File: src/rtl/alu_arbiter_pkg.sv
// rtl/alu_arbiter_pkg.sv - shared state and opcode definitions for the ALU arbiter
//
// Contents:
//   state_e  : arbiter FSM states (IDLE, EXEC, RESP)
//   opcode_e : 3-bit ALU opcodes; codes 4..7 are unassigned and give a zero result
package alu_arbiter_pkg;

  typedef enum logic [1:0] {
    ST_IDLE = 2'd0,
    ST_EXEC = 2'd1,
    ST_RESP = 2'd2
  } state_e;

  typedef enum logic [2:0] {
    OP_ADD = 3'd0,
    OP_LSH = 3'd1,
    OP_RSH = 3'd2,
    OP_XOR = 3'd3
  } opcode_e;

endpackage

File: src/rtl/alu_arbiter_alu.sv
// rtl/alu_arbiter_alu.sv - purely combinational 8-bit-in / 16-bit-out ALU
//
// Ports:
//   op_i  [2:0]  opcode (opcode_e; other codes yield 0)
//   a_i   [7:0]  operand A, zero-extended to 16 bits
//   b_i   [7:0]  operand B (shift amount for LSH/RSH)
//   res_o [15:0] result
module alu_arbiter_alu
  import alu_arbiter_pkg::*;
(
  input  logic [2:0]  op_i,
  input  logic [7:0]  a_i,
  input  logic [7:0]  b_i,
  output logic [15:0] res_o
);

  logic [15:0] a_ext;
  logic [15:0] b_ext;
  logic        shift_oob;

  assign a_ext     = {8'h00, a_i};
  assign b_ext     = {8'h00, b_i};
  // Any shift of 16 or more clears every bit of the 16-bit result.
  assign shift_oob = (b_i >= 8'd16);

  always_comb begin
    res_o = 16'h0000;
    case (op_i)
      OP_ADD: res_o = a_ext + b_ext;
      OP_LSH: res_o = shift_oob ? 16'h0000 : (a_ext << b_i[3:0]);
      OP_RSH: res_o = shift_oob ? 16'h0000 : (a_ext >> b_i[3:0]);
      OP_XOR: res_o = a_ext ^ b_ext;
      default: res_o = 16'h0000;
    endcase
  end

endmodule

File: src/rtl/alu_arbiter.sv
// rtl/alu_arbiter.sv - two-requester arbiter sharing one ALU, one transaction in flight
//
// Ports:
//   clk                 clock, all state on rising edge
//   rst                 synchronous active-high reset
//   req_vld[1:0]        requester i has an operation pending
//   req_rdy[1:0]        requester i accepted this cycle (combinational, IDLE only)
//   req_op0/1 [2:0]     opcodes per requester
//   req_a0/1, req_b0/1  8-bit operands per requester
//   rsp_vld[1:0]        result valid for the granted requester
//   rsp_rdy[1:0]        requester i accepts result
//   rsp_data [15:0]     registered result
//   busy                high whenever the FSM is not IDLE
module alu_arbiter
  import alu_arbiter_pkg::*;
(
  input  logic        clk,
  input  logic        rst,
  input  logic [1:0]  req_vld,
  output logic [1:0]  req_rdy,
  input  logic [2:0]  req_op0,
  input  logic [2:0]  req_op1,
  input  logic [7:0]  req_a0,
  input  logic [7:0]  req_a1,
  input  logic [7:0]  req_b0,
  input  logic [7:0]  req_b1,
  output logic [1:0]  rsp_vld,
  input  logic [1:0]  rsp_rdy,
  output logic [15:0] rsp_data,
  output logic        busy
);

  state_e      state_q, state_d;
  logic        grant_q, grant_d;
  logic        last_grant_q, last_grant_d;
  logic [2:0]  op_q, op_d;
  logic [7:0]  a_q, a_d;
  logic [7:0]  b_q, b_d;
  logic [15:0] rsp_data_q, rsp_data_d;
  logic [15:0] alu_res;
  logic        winner;

  // Tie goes to whoever was not served last; a lone requester always wins.
  assign winner = (req_vld == 2'b11) ? ~last_grant_q : req_vld[1];

  alu_arbiter_alu u_alu (
    .op_i  (op_q),
    .a_i   (a_q),
    .b_i   (b_q),
    .res_o (alu_res)
  );

  always_comb begin
    state_d      = state_q;
    grant_d      = grant_q;
    last_grant_d = last_grant_q;
    op_d         = op_q;
    a_d          = a_q;
    b_d          = b_q;
    rsp_data_d   = rsp_data_q;
    req_rdy      = 2'b00;
    rsp_vld      = 2'b00;

    case (state_q)
      ST_IDLE: begin
        if (|req_vld) begin
          req_rdy = winner ? 2'b10 : 2'b01;
          grant_d = winner;
          op_d    = winner ? req_op1 : req_op0;
          a_d     = winner ? req_a1  : req_a0;
          b_d     = winner ? req_b1  : req_b0;
          state_d = ST_EXEC;
        end
      end
      ST_EXEC: begin
        rsp_data_d = alu_res;
        state_d    = ST_RESP;
      end
      ST_RESP: begin
        rsp_vld = grant_q ? 2'b10 : 2'b01;
        // Only the granted requester's rsp_rdy can complete the transaction.
        if (rsp_rdy[grant_q]) begin
          last_grant_d = grant_q;
          state_d      = ST_IDLE;
        end
      end
      default: state_d = ST_IDLE;
    endcase

    // No handshake of either kind may be seen while reset is held.
    if (rst) begin
      req_rdy = 2'b00;
      rsp_vld = 2'b00;
    end
  end

  always_ff @(posedge clk) begin
    if (rst) begin
      state_q      <= ST_IDLE;
      grant_q      <= 1'b0;
      last_grant_q <= 1'b1;
      op_q         <= 3'd0;
      a_q          <= 8'h00;
      b_q          <= 8'h00;
      rsp_data_q   <= 16'h0000;
    end else begin
      state_q      <= state_d;
      grant_q      <= grant_d;
      last_grant_q <= last_grant_d;
      op_q         <= op_d;
      a_q          <= a_d;
      b_q          <= b_d;
      rsp_data_q   <= rsp_data_d;
    end
  end

  assign rsp_data = rsp_data_q;
  assign busy     = (state_q != ST_IDLE);

endmodule

File: config.mk
export PLATFORM = sky130hd
export DESIGN_NAME = alu_arbiter
export DESIGN_NICKNAME = d
export VERILOG_FILES = /design/src/rtl/alu_arbiter_pkg.sv /design/src/rtl/alu_arbiter_alu.sv /design/src/rtl/alu_arbiter.sv
export SDC_FILE = /design/constraint.sdc
export NUM_CORES = 1
export LEC_CHECK = 0
export CAP_MARGIN = 10
export CORE_ASPECT_RATIO = 1.1
export CORE_MARGIN = 4
export CORE_UTILIZATION = 46
export DETAILED_ROUTE_END_ITERATION = 8
export PLACE_DENSITY_LB_ADDON = 0.2
export SETUP_SLACK_MARGIN = 0.1
export SYNTH_ARGS = -nofsm -noshare
export SYNTH_HDL_FRONTEND = slang
export SYNTH_SLANG_ARGS = --single-unit
File: constraint.sdc
create_clock -name clk -period 1.75 [get_ports clk]
set_input_delay 0.35 -clock clk [delete_from_list [all_inputs] [get_ports clk]]
set_output_delay 0.35 -clock clk [all_outputs]
set_load 0.01 [all_outputs]
; ---- Word level (Yosys, flattened, before mapping)
; Index checks and enable logic that the tools add are counted.
[op_classes]
n_addsub = 1
magnitude_cmp = 2
eq_ne = 8
shift = 2
mux = 19
n_bitwise = 2
n_reduce_logical = 7
[ops]
columns = op, n
row1 = case mux 16 bit (4 select lines), 1
row2 = 2-to-1 mux 16 bit, 2
row3 = 2-to-1 mux 2 bit, 9
row4 = 2-to-1 mux 8 bit, 2
row5 = << shifter 8 x 4 -> 16 bit, 1
row6 = >> shifter 8 x 4 -> 16 bit, 1
row7 = adder 8 x 8 -> 9 bit, 1
row8 = >= comparator 8 x 5 -> 1 bit (second input constant), 1
row9 = XOR 8 bit, 1
row10 = equality test 3 x 2 -> 1 bit (second input constant), 2
row11 = case mux 2 bit (3 select lines), 1
row12 = AND reduction 2 bit, 3
row13 = equality test 2 bit (second input constant), 2
row14 = inequality test 2 bit (second input constant), 2
row15 = equality test 3 x 1 -> 1 bit (second input constant), 1
row16 = logical NOT 3 bit, 1
row17 = 2-to-1 mux 1 bit, 3
row18 = 2-to-1 mux 3 bit, 1
row19 = equality test 2 x 1 -> 1 bit (second input constant), 1
row20 = logical NOT 2 bit, 1
row21 = < comparator 1 x 2 -> 1 bit (second input constant), 1
row22 = nonzero test 2 bit, 1
row23 = OR reduction 2 bit, 1
row24 = inverter 1 bit, 1
[word_totals]
ff_bits = 39
inputBits = 44
output_inout_bits = 21
wordCells = 48

; ---- Depth between registers and ports, before layout
[depth]
word_depth = 6
mapped_depth = 9
depth_no_buf = 8

; ---- By module
; From an unflattened synthesis, not the netlist that was laid out.
[unflattened]
hier_cells = 376
hier_area_um2 = 2896.5
[by_module_without_submodules]
columns = mod, instances, cells_each, area_per_inst_um2, seq_area_each_um2
row1 = alu_arbiter, 1, 204, 1715.4, 780.7
row2 = alu_arbiter_alu, 1, 172, 1181.1, 0.0

; ---- Least setup slack after synthesis
; No wires, ideal clock.
[synth_path]
path_type = reg2reg
start = register b_q[1]
end = register rsp_data_q[4] (netlist: rsp_data[4])
setup_time_ps = 134
arrival_ps = 1728
setup_slack_ps = -111
stages_incl_launch_ff = 10
path_buffers = 2
cell_sequence = dfxtp_1 > buf_6 > buf_6 > inv_1 > fa_1 > inv_1 > a31oi_1 > xnor2_1 > a221oi_1 > a21oi_1
[synth_via]
elab_chain_len = 3
word_cells_on_any_way = 7
classes_between = add/sub (1) / order compare (1) / shift (2) / mux (3)
[synth_lines]
columns = item, line_no
row1 = "start, declared", alu_arbiter.sv:38  ; logic [7:0] b_q, b_d;
row2 = "start signal, assigned", alu_arbiter.sv:104  ; b_q <= 8'h00;
row3 = "start signal, assigned", alu_arbiter.sv:112  ; b_q <= b_d;
row4 = >= comparator 8 x 5 -> 1 bit (tied with other cells), alu_arbiter_alu.sv:24  ; assign shift_oob = (b_i >= 8'd16);
row5 = "2-to-1 mux 16 bit, on equally long branches", "alu_arbiter_alu.sv:31, alu_arbiter_alu.sv:30"
row6 = case mux 16 bit (4 select lines) (*), alu_arbiter_alu.sv:28  ; case (op_i)
row7 = "end signal, assigned", alu_arbiter.sv:113  ; rsp_data_q <= rsp_data_d;
row8 = "end, declared", alu_arbiter.sv:39  ; logic [15:0] rsp_data_q, rsp_data_d;
; Mark *: on every way between the ends. The rest lies on a longest branch, timed or not.
; A chain may end at the register's enable or synchronous reset.

; ---- Worst setup path in the final report
[layout_path]
start = register b_q[0]
end = register rsp_data_q[1] (netlist: rsp_data[1])
; Same word-level chain as after synthesis.

==> flow_metrics.env <==
export IMPL_outcome="complete, but fails checks"
export IMPL_failed_checks="setup timing"
export IMPL_horizontal_extent_of_the_die_um=83.40
export IMPL_finalHoldViolCount=0
export IMPL_p_clk_frac=0.200
export IMPL_final_layout_size_suffix_gt1_frac=0.4018
export IMPL_type_of_destination_of_the_critical_path="register"
export IMPL_finalCriticalPeriod_ps=1859
export IMPL_p_sw_mw=1.324
export IMPL_r2r_start="b_q[0]"
export IMPL_fraction_of_power_consumed_by_sequential_logic=0.319
export IMPL_detail_route_drc_violations=0
export IMPL_synth_fp_nets=385
export IMPL_yosys_cell_types_count=56
export IMPL_grt_max_degree=29
export IMPL_setup_total_negative_slack_ps=-342.6
export IMPL_floorplan_io_pins=65
export IMPL_post_synth_main_area_contributors="dfxtp_1 (27%), mux2i_1 (7.3%), mux4_2 (5.5%), a21oi_1 (5.0%), nor2_1 (4.8%)"
export IMPL_register_area_um2=815.8
export IMPL_holdCritPathClass="register to register"
export IMPL_slew_headroom=0.6426
export IMPL_grt_use_met1=0.2694
export IMPL_finalNetCount=496
export IMPL_clockRootBuffer="clkbuf_8"
export IMPL_gr_usage_met2=0.4064
export IMPL_critPathKind="register to register"
export IMPL_clk_transition_reported_paths_ps=80
export IMPL_via_per_instance_ratio=6.410
export IMPL_grt_overflow_total=0
export IMPL_detailedPlacementHpwl_mm=6.307
export IMPL_async_flop_share=0
export IMPL_syn_instance_count=331
export IMPL_placementRows=29
export IMPL_setup_violations=6
export IMPL_dieHeight_um=90.94
export IMPL_timing_critical_path_from_type="register"
export IMPL_placeableCoreArea_mm2=0.005914
export IMPL_achievable_frequency_ghz=0.5379
export IMPL_synth_area_leader_cell="dfxtp_1"
export IMPL_routed_via_count=3333
export IMPL_ys_seq_area_frac=0.2714
export IMPL_final_period_utilization=1.062
export IMPL_tritoncts_num_buffers=5
export IMPL_wire_per_inst_um=20.22
export IMPL_final_cell_area_mm2=0.004556
export IMPL_drv_slew=0
export IMPL_yosysWarnings=0
export IMPL_post_route_wl_mm=10.51
export IMPL_finalWeightedCongestion=0.9745
export IMPL_share_comb_of_total_power=0.481
export IMPL_grt_most_used_layer="met2"
export IMPL_worstPathArrival_ps=2060
export IMPL_crit_required_ps=1950
export IMPL_dpl_instance_area_mm2=0.003889
export IMPL_die_area_mm2=0.007584
export IMPL_total_leakage_power_nw=1.700
export IMPL_worst_slew_pin_transition_ps=529.2
export IMPL_grt_antenna_before_repair=0
export IMPL_grtUsageTotal=0.2398
export IMPL_clkLatencyLatePin_ps=300
export IMPL_fillerInstances=385
export IMPL_switching_share=0.3776
export IMPL_global_route_usage_met3=0.06244
export IMPL_timing_clock_skew_ps=6.303
export IMPL_p_total_mw=3.506
export IMPL_rsz_0062_raised_after_global_routing="yes"
export IMPL_synth_edf_count=0
export IMPL_cellPowerDensity_mw_per_mm2=769.5
export IMPL_ant_nets=0
export IMPL_synthMostInstantiatedCell="dfxtp_1"
export IMPL_critical_path_peak_fanout=5
export IMPL_worst_hold_start="rsp_data[9]"
export IMPL_number_of_global_route_vias_before_repair=3091
export IMPL_cts_root_to_sink_buffers=2
export IMPL_multi_input_area_mm2=0.002330
export IMPL_cellInternalPower_mw=2.182
export IMPL_min_setup_slack_post_route_ps=-109.1
export IMPL_synth_ff_type="dfxtp_1"
export IMPL_antenna_cells_inserted=0
export IMPL_grt_pass1_wl_mm=14.77
export IMPL_netlist_area_mm2=0.002877
export IMPL_detailedRoute_firstIterationViolations=392
export IMPL_max_cap_violations=0
export IMPL_synth_top_cell_area_share=0.2714
export IMPL_clock_tree_from_tritoncts="yes"
export IMPL_first_pass_drt_iterations=6
export IMPL_synthesis_area_per_instance_um2=8.690
export IMPL_flow_area_growth_from_synthesis_pct=58.37
export IMPL_synthTopCellsByCount="dfxtp_1 (39), nor2_1 (37), a21oi_1 (29)"
export IMPL_critical_path_startpoint="b_q[0]"
export IMPL_cts_max_level=2
export IMPL_ir_drop_mv=0.4786
export IMPL_ff_latch_count_synth=39
export IMPL_floorplan_initialDensity=0.4864
export IMPL_tritoncts_sinks=39
export IMPL_place_port_buffers=64
export IMPL_hold_worst_slack_ps=447.7
routing by layer:
metal | up-vias | part of all wire
met3 | 75 | 0.088
met4 | 0 | 0.063
met1 | 1555 | 0.37
li1 | 1457 | -
met2 | 246 | 0.48
met5 | - | 0
path summary, 6_finish.rpt:
check / end / slack [ps] / cells after the start
hold reg to reg: rsp_data[9] / 450 / 2
setup / recovery: rsp_data[1] / -110 / 7
setup reg to reg: rsp_data[1] / -110 / 7
hold / removal: rsp_data[9] / 450 / 2
state kept, by name (all words and copies together), names as in the netlist:
name / count
rsp_data: 16
a_q: 8
b_q: 8
op_q: 3
state_q: 2
grant_q: 1
last_grant_q: 1
through the flow:
stage / worst slack, ps / std cells / util
6_report: -109.1 / 520 / 0.7703
5_1_grt: -153.8 / 520 / 0.7703
4_1_cts: -64.75 / 511 / 0.7269
3_5_place_dp: -461.9 / 495 / 0.6575
3_3_place_gp: -436.2 / 495 / 0.6575
2_1_floorplan: 40.72 / 331 / -
power groups by stage:
stage | sequential (mW) | combinational (mW) | clock [mW]
after CTS | 1.10 | 1.43 | 0.703
after detailed placement | 1.10 | 1.25 | 0
after global routing | 1.13 | 1.77 | 0.743
after global placement | 1.10 | 1.23 | 0
final | 1.12 | 1.69 | 0.701
after floorplan | 1.07 | 0.775 | 0
kinds of logic (layout without fill, tap and decap cells):
group | Yosys count | after routing | synth area share
AOI/OAI and AO/OA | 96 | 96 | 0.2223
xor gates and xnor gates | 6 | 6 | 0.01827
adders and majority gates | 10 | 10 | 0.04611
buffers and inverters | 31 | 143 | 0.05437
DFF | 39 | 39 | 0.2714
muxes | 38 | 38 | 0.1879
and+or+nand+nor | 111 | 111 | 0.1997
cell usage in the layout (no fill, tap or decap), drive strengths merged, types with 3 or more instances in the layout:
master         count
nor4               6
nor3b              4
dfxtp             39
a31oi              4
nor2b              7
nor3               5
ha                 9
nor2              39
a22oi             12
clkdlybuf4s50     56
dlygate4sd2        4
mux2i             21
nand2             27
a211oi            14
nand3              6
o21ai             13
clkbuf             9
xnor2              5
inv                7
and3b              3
mux2               6
nand2b             5
buf               66
mux4              11
o211ai             5
a21oi             29
critical path, cell delays in order (launching register included):
cell and delay [ps]:
dfxtp_4 400, ha_4 150, inv_2 30, fa_2 530
nor3_2 60, a31oi_2 240, a21oi_2 100, a221o_1 250
area by class of cell:
class / instances / area share
inverter: 7 / 0.006317
sequential: 39 / 0.1791
multi-input combinational: 261 / 0.5114
clock buffer: 8 / 0.02197
tap: 77 / 0.02115
timing repair buffer: 128 / 0.2601
what timing repair did:
| action | 4_1_cts | 5_1_grt |
|---|---|---|
| buffers inserted | 7 | 9 |
| gates cloned | 1 | 0 |
| pin swaps | 27 | 26 |
| hold buffers | 0 | 0 |
| gates resized for setup | 78 | 49 |
| setup endpoints to repair | 18 | 19 |
Note: power is estimated with default switching activity, not from simulation.
